--- config.mk ---
export PLATFORM = sky130hd
export DESIGN_NAME = weight_stream_reader
export DESIGN_NICKNAME = d
export VERILOG_FILES = /design/src/rtl/weight_stream_reader.sv
export SDC_FILE = /design/constraint.sdc
export NUM_CORES = 1
export LEC_CHECK = 0
export ABC_AREA = 1
export CAP_MARGIN = 20
export CORE_AREA = 2 2 56 110
export CTS_CLUSTER_SIZE = 28
export DETAILED_ROUTE_END_ITERATION = 12
export DIE_AREA = 0 0 58 112
export PLACE_DENSITY_LB_ADDON = 0.1
export SETUP_SLACK_MARGIN = 0.1
export SLEW_MARGIN = 20
export SYNTH_ARGS = -nofsm -noshare
export SYNTH_HDL_FRONTEND = slang
export SYNTH_SLANG_ARGS = --single-unit
--- constraint.sdc ---
create_clock -name clk_i -period 2.45 [get_ports clk_i]
set_input_delay 0.49 -clock clk_i [delete_from_list [all_inputs] [get_ports clk_i]]
set_output_delay 0.49 -clock clk_i [all_outputs]
set_load 0.02 [all_outputs]
--- src/rtl/weight_stream_reader.sv ---
// weight_stream_reader: streams DEPTH BRAM words in address order through a 2-entry valid/ready buffer
// Optional CHECKSUM output is enabled by defining WSTREAM_CHECKSUM_EN.
module weight_stream_reader #(
   parameter int DATA_W = 16,
   parameter int ADDR_W = 5,
   parameter int DEPTH  = 28
) (
   input  logic              clk_i,
   input  logic              rst_n_i,
   input  logic              start_i,
   output logic              busy_o,
   output logic              done_o,
   output logic              mem_en_o,
   output logic              mem_we_o,
   output logic [ADDR_W-1:0] mem_addr_o,
   output logic [DATA_W-1:0] mem_di_o,
   input  logic [DATA_W-1:0] mem_do_i,
   output logic [DATA_W-1:0] w_data_o,
   output logic [ADDR_W-1:0] w_idx_o,
   output logic              w_last_o,
   output logic              w_valid_o,
`ifdef WSTREAM_CHECKSUM_EN
   output logic [DATA_W-1:0] checksum_o,
`endif
   input  logic              w_ready_i
);
   typedef enum logic [1:0] {IDLE, FETCH, DRAIN} state_t;
   localparam logic [ADDR_W-1:0] LAST = ADDR_W'(DEPTH - 1);
   state_t            state_q, state_d;
   logic [ADDR_W-1:0] rd_ptr_q, rd_ptr_d, addr_q, addr_d, idx0_q, idx0_d, idx1_q, idx1_d;
   logic [DATA_W-1:0] dat0_q, dat0_d, dat1_q, dat1_d;
   logic [1:0]        occ_q, occ_d, wslot;
   logic              en_q, en_d, done_q, done_d, push, pop, issue, accept;
`ifdef WSTREAM_CHECKSUM_EN
   logic [DATA_W-1:0] sum_q, sum_d;
`endif
   // Next state: FSM, read issue gated so the capture can never overflow the buffer, and buffer shift
   always_comb begin
      push     = en_q;
      pop      = (occ_q != 2'd0) && w_ready_i;
      occ_d    = occ_q + {1'b0, push} - {1'b0, pop};
      wslot    = occ_q - {1'b0, pop};
      accept   = (state_q == IDLE) && start_i;
      issue    = (state_q == FETCH) && (occ_d <= 2'd1);
      state_d  = state_q;
      rd_ptr_d = accept ? '0 : issue ? rd_ptr_q + 1'b1 : rd_ptr_q;
      addr_d   = issue ? rd_ptr_q : addr_q;
      en_d     = issue;
      done_d   = 1'b0;
      dat0_d   = pop ? dat1_q : dat0_q;
      idx0_d   = pop ? idx1_q : idx0_q;
      dat1_d   = dat1_q;
      idx1_d   = idx1_q;
      if (accept) state_d = FETCH;
      if (issue && rd_ptr_q == LAST) state_d = DRAIN;
      if (state_q == DRAIN && pop && idx0_q == LAST) begin
         state_d = IDLE;
         done_d  = 1'b1;
      end
      if (push && wslot == 2'd0) begin
         dat0_d = mem_do_i;
         idx0_d = addr_q;
      end else if (push) begin
         dat1_d = mem_do_i;
         idx1_d = addr_q;
      end
`ifdef WSTREAM_CHECKSUM_EN
      sum_d = accept ? '0 : pop ? sum_q + dat0_q : sum_q;
`endif
   end
   // State registers with synchronous active-low reset; reset also drops any in-flight read
   always_ff @(posedge clk_i) begin
      if (!rst_n_i) begin
         state_q  <= IDLE;
         rd_ptr_q <= '0;
         addr_q   <= '0;
         en_q     <= 1'b0;
         done_q   <= 1'b0;
         occ_q    <= '0;
         dat0_q   <= '0;
         dat1_q   <= '0;
         idx0_q   <= '0;
         idx1_q   <= '0;
`ifdef WSTREAM_CHECKSUM_EN
         sum_q    <= '0;
`endif
      end else begin
         state_q  <= state_d;
         rd_ptr_q <= rd_ptr_d;
         addr_q   <= addr_d;
         en_q     <= en_d;
         done_q   <= done_d;
         occ_q    <= occ_d;
         dat0_q   <= dat0_d;
         dat1_q   <= dat1_d;
         idx0_q   <= idx0_d;
         idx1_q   <= idx1_d;
`ifdef WSTREAM_CHECKSUM_EN
         sum_q    <= sum_d;
`endif
      end
   end
   assign busy_o     = state_q != IDLE;
   assign done_o     = done_q;
   assign mem_en_o   = en_q;
   assign mem_we_o   = 1'b0;
   assign mem_addr_o = addr_q;
   assign mem_di_o   = '0;
   assign w_valid_o  = occ_q != 2'd0;
   assign w_data_o   = dat0_q;
   assign w_idx_o    = idx0_q;
   assign w_last_o   = w_valid_o && idx0_q == LAST;
`ifdef WSTREAM_CHECKSUM_EN
   assign checksum_o = sum_q;
`endif
endmodule

Word-level counts from Yosys, hierarchy flattened:

Cells that the tools add are included.

* flip-flop bits (word level): 58
* bits of input ports: 20
* output and inout port bits: 48
* logic and storage cells: 47

* add/subtract/negate cells: 4
* magnitude comparators: 1
* equal/unequal tests: 4
* multiplexer cells: 7
* bitwise gates (word level): 2
* reductions and logical operators: 18

Operators with widths (count)
* 16-bit 2-to-1 mux: 2
* 5-bit equality test, second input constant: 2
* 5-bit 2-to-1 mux: 2
* 1-bit logical AND: 8
* 2-bit nonzero test: 4
* 5-bit by 1-bit adder with 5-bit output, second input constant: 1
* 2-bit zero test: 2
* 2-bit 2-to-1 mux: 2
* 2-bit OR reduction: 2
* 2-bit by 1-bit subtractor with 2-bit output: 2
* 3-bit OR reduction: 1
* 2-bit by 1-bit adder with 2-bit output: 1
* 2-bit by 1-bit equality test with 1-bit output, second input constant: 1
* 2-bit equality test, second input constant: 1
* 2-bit by 1-bit <= comparator with 1-bit output, second input constant: 1
* 1-bit inverter: 2
* 2-bit AND reduction: 1
* 1-bit 2-to-1 mux: 1

Longest topological paths before layout:

* word-level depth: 7
* mapped depth: 15
* mapped depth without buffers: 14

Least setup slack after synthesis:

OpenSTA, ideal clock, no wires.

* path type: reg2reg
* from: reg occ_q[1]
* to: reg addr_q[2], in the netlist mem_addr_o[2]
* library setup time: 0.070 ns
* data arrival time: 1.844 ns
* data required time: 2.380 ns
* path slack: 0.536 ns
* stages on the path, launching flop included: 16
* buffers on the path: 1
* clock period less this slack: 1.914 ns
* cell sequence: dfxtp_1 > inv_2 > nand2_4 > nand2_4 > inv_1 > ha_1 > inv_1 > ha_1 > inv_1 > nand2_1 > nand2_1 > nand2_1 > nand2_1 > buf_2 > nand3_1 > a21oi_1

* longest elaborated chain between the ends: 5
* elaborated cells on any way between the ends: 6
* those cells by class: add/sub (2); order compare (1); reduce/logical (3)

Ends and longest elaborated chain
* start, declared: RTL line 32 `logic [1:0] occ_q, occ_d, wslot;`
* start signal, assigned: RTL line 79 `occ_q <= '0;`
* start signal, assigned: RTL line 93 `occ_q <= occ_d;`
* 2-bit nonzero test
* via w_valid_o: RTL line 21 `output logic w_valid_o,`
* 1-bit logical AND: RTL line 40 `pop = (occ_q != 2'd0) && w_ready_i;`
* 2-bit by 1-bit subtractor with 2-bit output: RTL line 41 `occ_d = occ_q + {1'b0, push} - {1'b0, pop};`
* 2-bit by 1-bit <= comparator with 1-bit output: RTL line 44 `issue = (state_q == FETCH) && (occ_d <= 2'd1);`
* 1-bit logical AND: RTL line 44
* end signal, assigned: RTL line 90 `addr_q <= addr_d;`
* end, declared: RTL line 30 `logic [ADDR_W-1:0] rd_ptr_q, rd_ptr_d, addr_q, addr_d, idx0_q, idx0_d, idx1_q, idx1_d;`

The timed path passes the listed nets, and every way through them passes these cells.
A chain may end at the register's enable or synchronous reset.

Worst setup path after layout:

* from: reg occ_q[1]
* to: out w_last_o

* longest elaborated chain between the ends: 2

Ends and longest elaborated chain
* 2-bit nonzero test: RTL line 109 `assign w_valid_o = occ_q != 2'd0;`
* 1-bit logical AND: RTL line 112 `assign w_last_o = w_valid_o && idx0_q == LAST;`
* end, declared: RTL line 20 `output logic w_last_o,`

No other way between the ends.

==> metrics.md <==
| Metric | Value |
|---|---|
| Outcome | finished clean |
| Ant diodes | 0 |
| Critical path class | flip-flop to output pin |
| Clock latency on the worst-skew pair | 0.32 ns |
| Category of the worst setup path launch point | flip-flop |
| Pwr/cell area | 1020 nW/µm² |
| Post-DP HPWL | 4270 µm |
| Clock transition at the registers of the reported paths | 0.05 ns |
| Wire per inst | 13.3 µm |
| Cell at the root of the clock tree | sky130_fd_sc_hd__clkbuf_16 |
| Period Utilization, post-route | 0.895 |
| Number of antenna violations at the first check in global routing | 0 |
| Setup crit end kind | output pin |
| Final setup violation count | 0 |
| Worst slew slack as a fraction of its limit | 0.305 |
| Worst reg2reg endpoint | mem_addr_o[4] |
| Leakage | 1.45 nW |
| Synth-to-layout area growth | 30.8% |
| Start point of the critical path | occ_q[1] |
| Overall fraction of global-route tracks in use | 0.205 |
| Required time of the critical path | 1.96 ns |
| Number of nets with antenna violations after detailed routing | 0 |
| Startpoint of the most critical register-to-register path | occ_q[1] |
| DRC violation count after routing | 0 |
| Post-synthesis cell count | 343 |
| Setup_tns | 0 ns |
| Fmax | 0.456 GHz |
| Die footprint | 6500 µm² |
| Number of hold violations in the final report | 0 |
| CTS tree | built |
| Number of buffers added for setup after CTS | 0 |
| Vias in the first global route | 2,241 |
| Final Slew Violations | 0 |
| Remaining global-route overflow | 0 |
| Flip-flop and latch count after synthesis | 58 |
| Routed vias | 2,338 |
| Number of primary I/O pins | 68 |
| Core Area | 5660 µm² |
| Final clock skew | 0.00521 ns |
| Part of the Yosys area used for sequential elements | 0.432 |
| Crit-path max FO | 5 |
| Routability-driven placement congestion ratio | 0.857 |
| Initial Utilization | 0.474 |
| H-tree depth | 3 |
| Transition time at the pin with the least slew margin | 1.04 ns |
| Pin count of the biggest net entering global routing | 38 |
| Number of buffers created by CTS | 9 |
| First-iteration detailed-routing DRC count | 96 |
| X dimension of the die | 58 µm |
| Worst Hold Class | flip-flop to flip-flop |
| Setup repair after global routing missed its margin | no |
| Global-route wire length before repair | 10,200 µm |
| Critical Path End | w_last_o |
| Number of instances resized during post-cts repair | 0 |
| Minimum clock period | 2.19 ns |
| Depth of the worst register-to-register path | 15 |
| Yosys warnings | 0 |
| Maximum clock path buffer count | 2 |
| Core utilization of the finished layout | 0.621 |
| Layout cell share with drive strength beyond 1 | 0.133 |
| # nets final | 417 |
| Peak supply drop | 0.736 mV |
| First-pass DRT Iterations | 4 |
| Clock tree sinks | 58 |
| Number of core rows | 39 |
| Arrival time of the worst setup path | 1.70 ns |
| Mean area per synthesized cell | 7.83 µm² |
| Routed wire length | 6100 µm |
| Buffers added on ports | 50 |
| Number of distinct library cells after synthesis | 27 |
| Average via count per standard cell | 5.08 |
| Number of max-cap violations | 0 |
| Post-Synthesis Cell Area | 2690 µm² |
| Worst setup slack for register-to-register paths | 0.41 ns |
| Die H | 112 µm |
| Hold buffer count at CTS | 0 |
[placed cells by master, fill, tap and decap left out]
master and n:
sky130_fd_sc_hd__a21oi_1 37, sky130_fd_sc_hd__a21oi_2 10, sky130_fd_sc_hd__buf_12 3, sky130_fd_sc_hd__buf_4 7, sky130_fd_sc_hd__bufinv_16 2, sky130_fd_sc_hd__clkbuf_1 1
sky130_fd_sc_hd__clkbuf_16 9, sky130_fd_sc_hd__clkbuf_8 2, sky130_fd_sc_hd__clkdlybuf4s50_1 50, sky130_fd_sc_hd__clkinv_2 2, sky130_fd_sc_hd__clkinv_4 1, sky130_fd_sc_hd__conb_1 17
sky130_fd_sc_hd__dfxtp_1 58, sky130_fd_sc_hd__ha_1 3, sky130_fd_sc_hd__inv_1 29, sky130_fd_sc_hd__inv_2 2, sky130_fd_sc_hd__nand2_1 71, sky130_fd_sc_hd__nand2_2 2
sky130_fd_sc_hd__nand2_4 2, sky130_fd_sc_hd__nand3_1 20, sky130_fd_sc_hd__nand3_2 1, sky130_fd_sc_hd__nand4_1 2, sky130_fd_sc_hd__nor2_1 18, sky130_fd_sc_hd__nor2b_1 1
sky130_fd_sc_hd__nor3_1 1, sky130_fd_sc_hd__nor3b_1 1, sky130_fd_sc_hd__o211ai_1 5, sky130_fd_sc_hd__o211ai_2 10, sky130_fd_sc_hd__o21ai_0 31, sky130_fd_sc_hd__xor2_1 1
[kinds of logic after synthesis]
| logic type | count (synthesis) | synth area share |
|---|---|---|
| AND/OR/NAND/NOR | 119 | 0.190 |
| buffers and inverters | 68 | 0.139 |
| other | 1 | 0.00140 |
| adder cells (fa/ha/maj) | 3 | 0.0140 |
| AO/OA/AOI/OAI | 93 | 0.220 |
| XOR/XNOR | 1 | 0.00326 |
| flip-flops | 58 | 0.432 |
[cell type report]
cell class	instances	area, µm²
repair buffers	60	613
inverters	32	121
multi-input cells	233	1210
well taps	61	76.3
clock buffers	12	256
fillers	544	2150
clock inverters	4	73.8
flip-flops and latches	58	1160
[Yosys cell counts, drive strengths merged]
| cell type | number | area (µm²) |
|---|---|---|
| inv | 31 | 116 |
| nor3b | 1 | 7.51 |
| a21oi | 47 | 273 |
| conb | 1 | 3.75 |
| o21ai | 31 | 155 |
| nand3 | 21 | 110 |
| dfxtp | 58 | 1160 |
| nor3 | 1 | 5.00 |
| clkinv | 1 | 5.00 |
| clkbuf | 5 | 18.8 |
| nand2 | 75 | 302 |
| nand4 | 2 | 12.5 |
| nor2 | 18 | 67.6 |
| nor2b | 1 | 6.26 |
| buf | 31 | 233 |
| xor2 | 1 | 8.76 |
| ha | 3 | 37.5 |
| o211ai | 15 | 163 |
[critical path, stage by stage (launching register included)]
cell                              delay [ns]
sky130_fd_sc_hd__dfxtp_1                0.37
sky130_fd_sc_hd__inv_2                  0.09
sky130_fd_sc_hd__nand2_4                0.09
sky130_fd_sc_hd__nor3b_1                0.20
sky130_fd_sc_hd__clkdlybuf4s50_1        0.64
[flip-flops by register name (all words and copies together), names as in the netlist]
| signal | flops |
|---|---|
| occ_q | 2 |
| mem_en_o | 1 |
| dat1_q | 16 |
| w_idx_o | 5 |
| idx1_q | 5 |
| w_data_o | 16 |
| state_q | 2 |
| rd_ptr_q | 5 |
| mem_addr_o | 5 |
| done_o | 1 |
[metrics by stage]
step	setup slack [ns]	hold WS, ns	power [mW]	cell area (µm²)	instances
2_1_floorplan	0.536	0.430	1.90	2750	359
3_3_place_gp	0.0650	0.438	2.25	3180	444
3_5_place_dp	0.0199	0.441	2.27	3180	444
4_1_cts	0.238	0.450	3.64	3510	460
5_1_grt	0.122	0.476	3.80	3510	460
6_report	0.257	0.449	3.60	3510	460
[metal layers]
| layer | track usage | share of wire |
|---|---|---|
| met2 | 0.372 | 0.55 |
| met4 | 0.0915 | 0.024 |
| met3 | 0.0511 | 0.037 |
| met5 | 0 | 0 |
| met1 | 0.213 | 0.39 |
[how the worst min path moves through the flow]
stage | startpoint | endpoint | slack (ns) | depth (start not counted)
detailed placement | dat1_q[3] | dat1_q[3] | 0.44 | 2
global route | dat1_q[7] | dat1_q[7] | 0.48 | 2
finish | dat1_q[7] | dat1_q[7] | 0.45 | 2
floorplan | dat1_q[10] | dat1_q[10] | 0.43 | 2
global placement | dat1_q[8] | dat1_q[8] | 0.44 | 2
CTS | dat1_q[3] | dat1_q[3] | 0.45 | 2
[power breakdown]
group | switching (mW) | internal (mW) | total [mW]
Combinational | 0.649 | 0.436 | 1.08
Sequential | 0.0759 | 1.08 | 1.16
Clock | 0.410 | 0.944 | 1.35
Power figures use the tool's default switching activity.
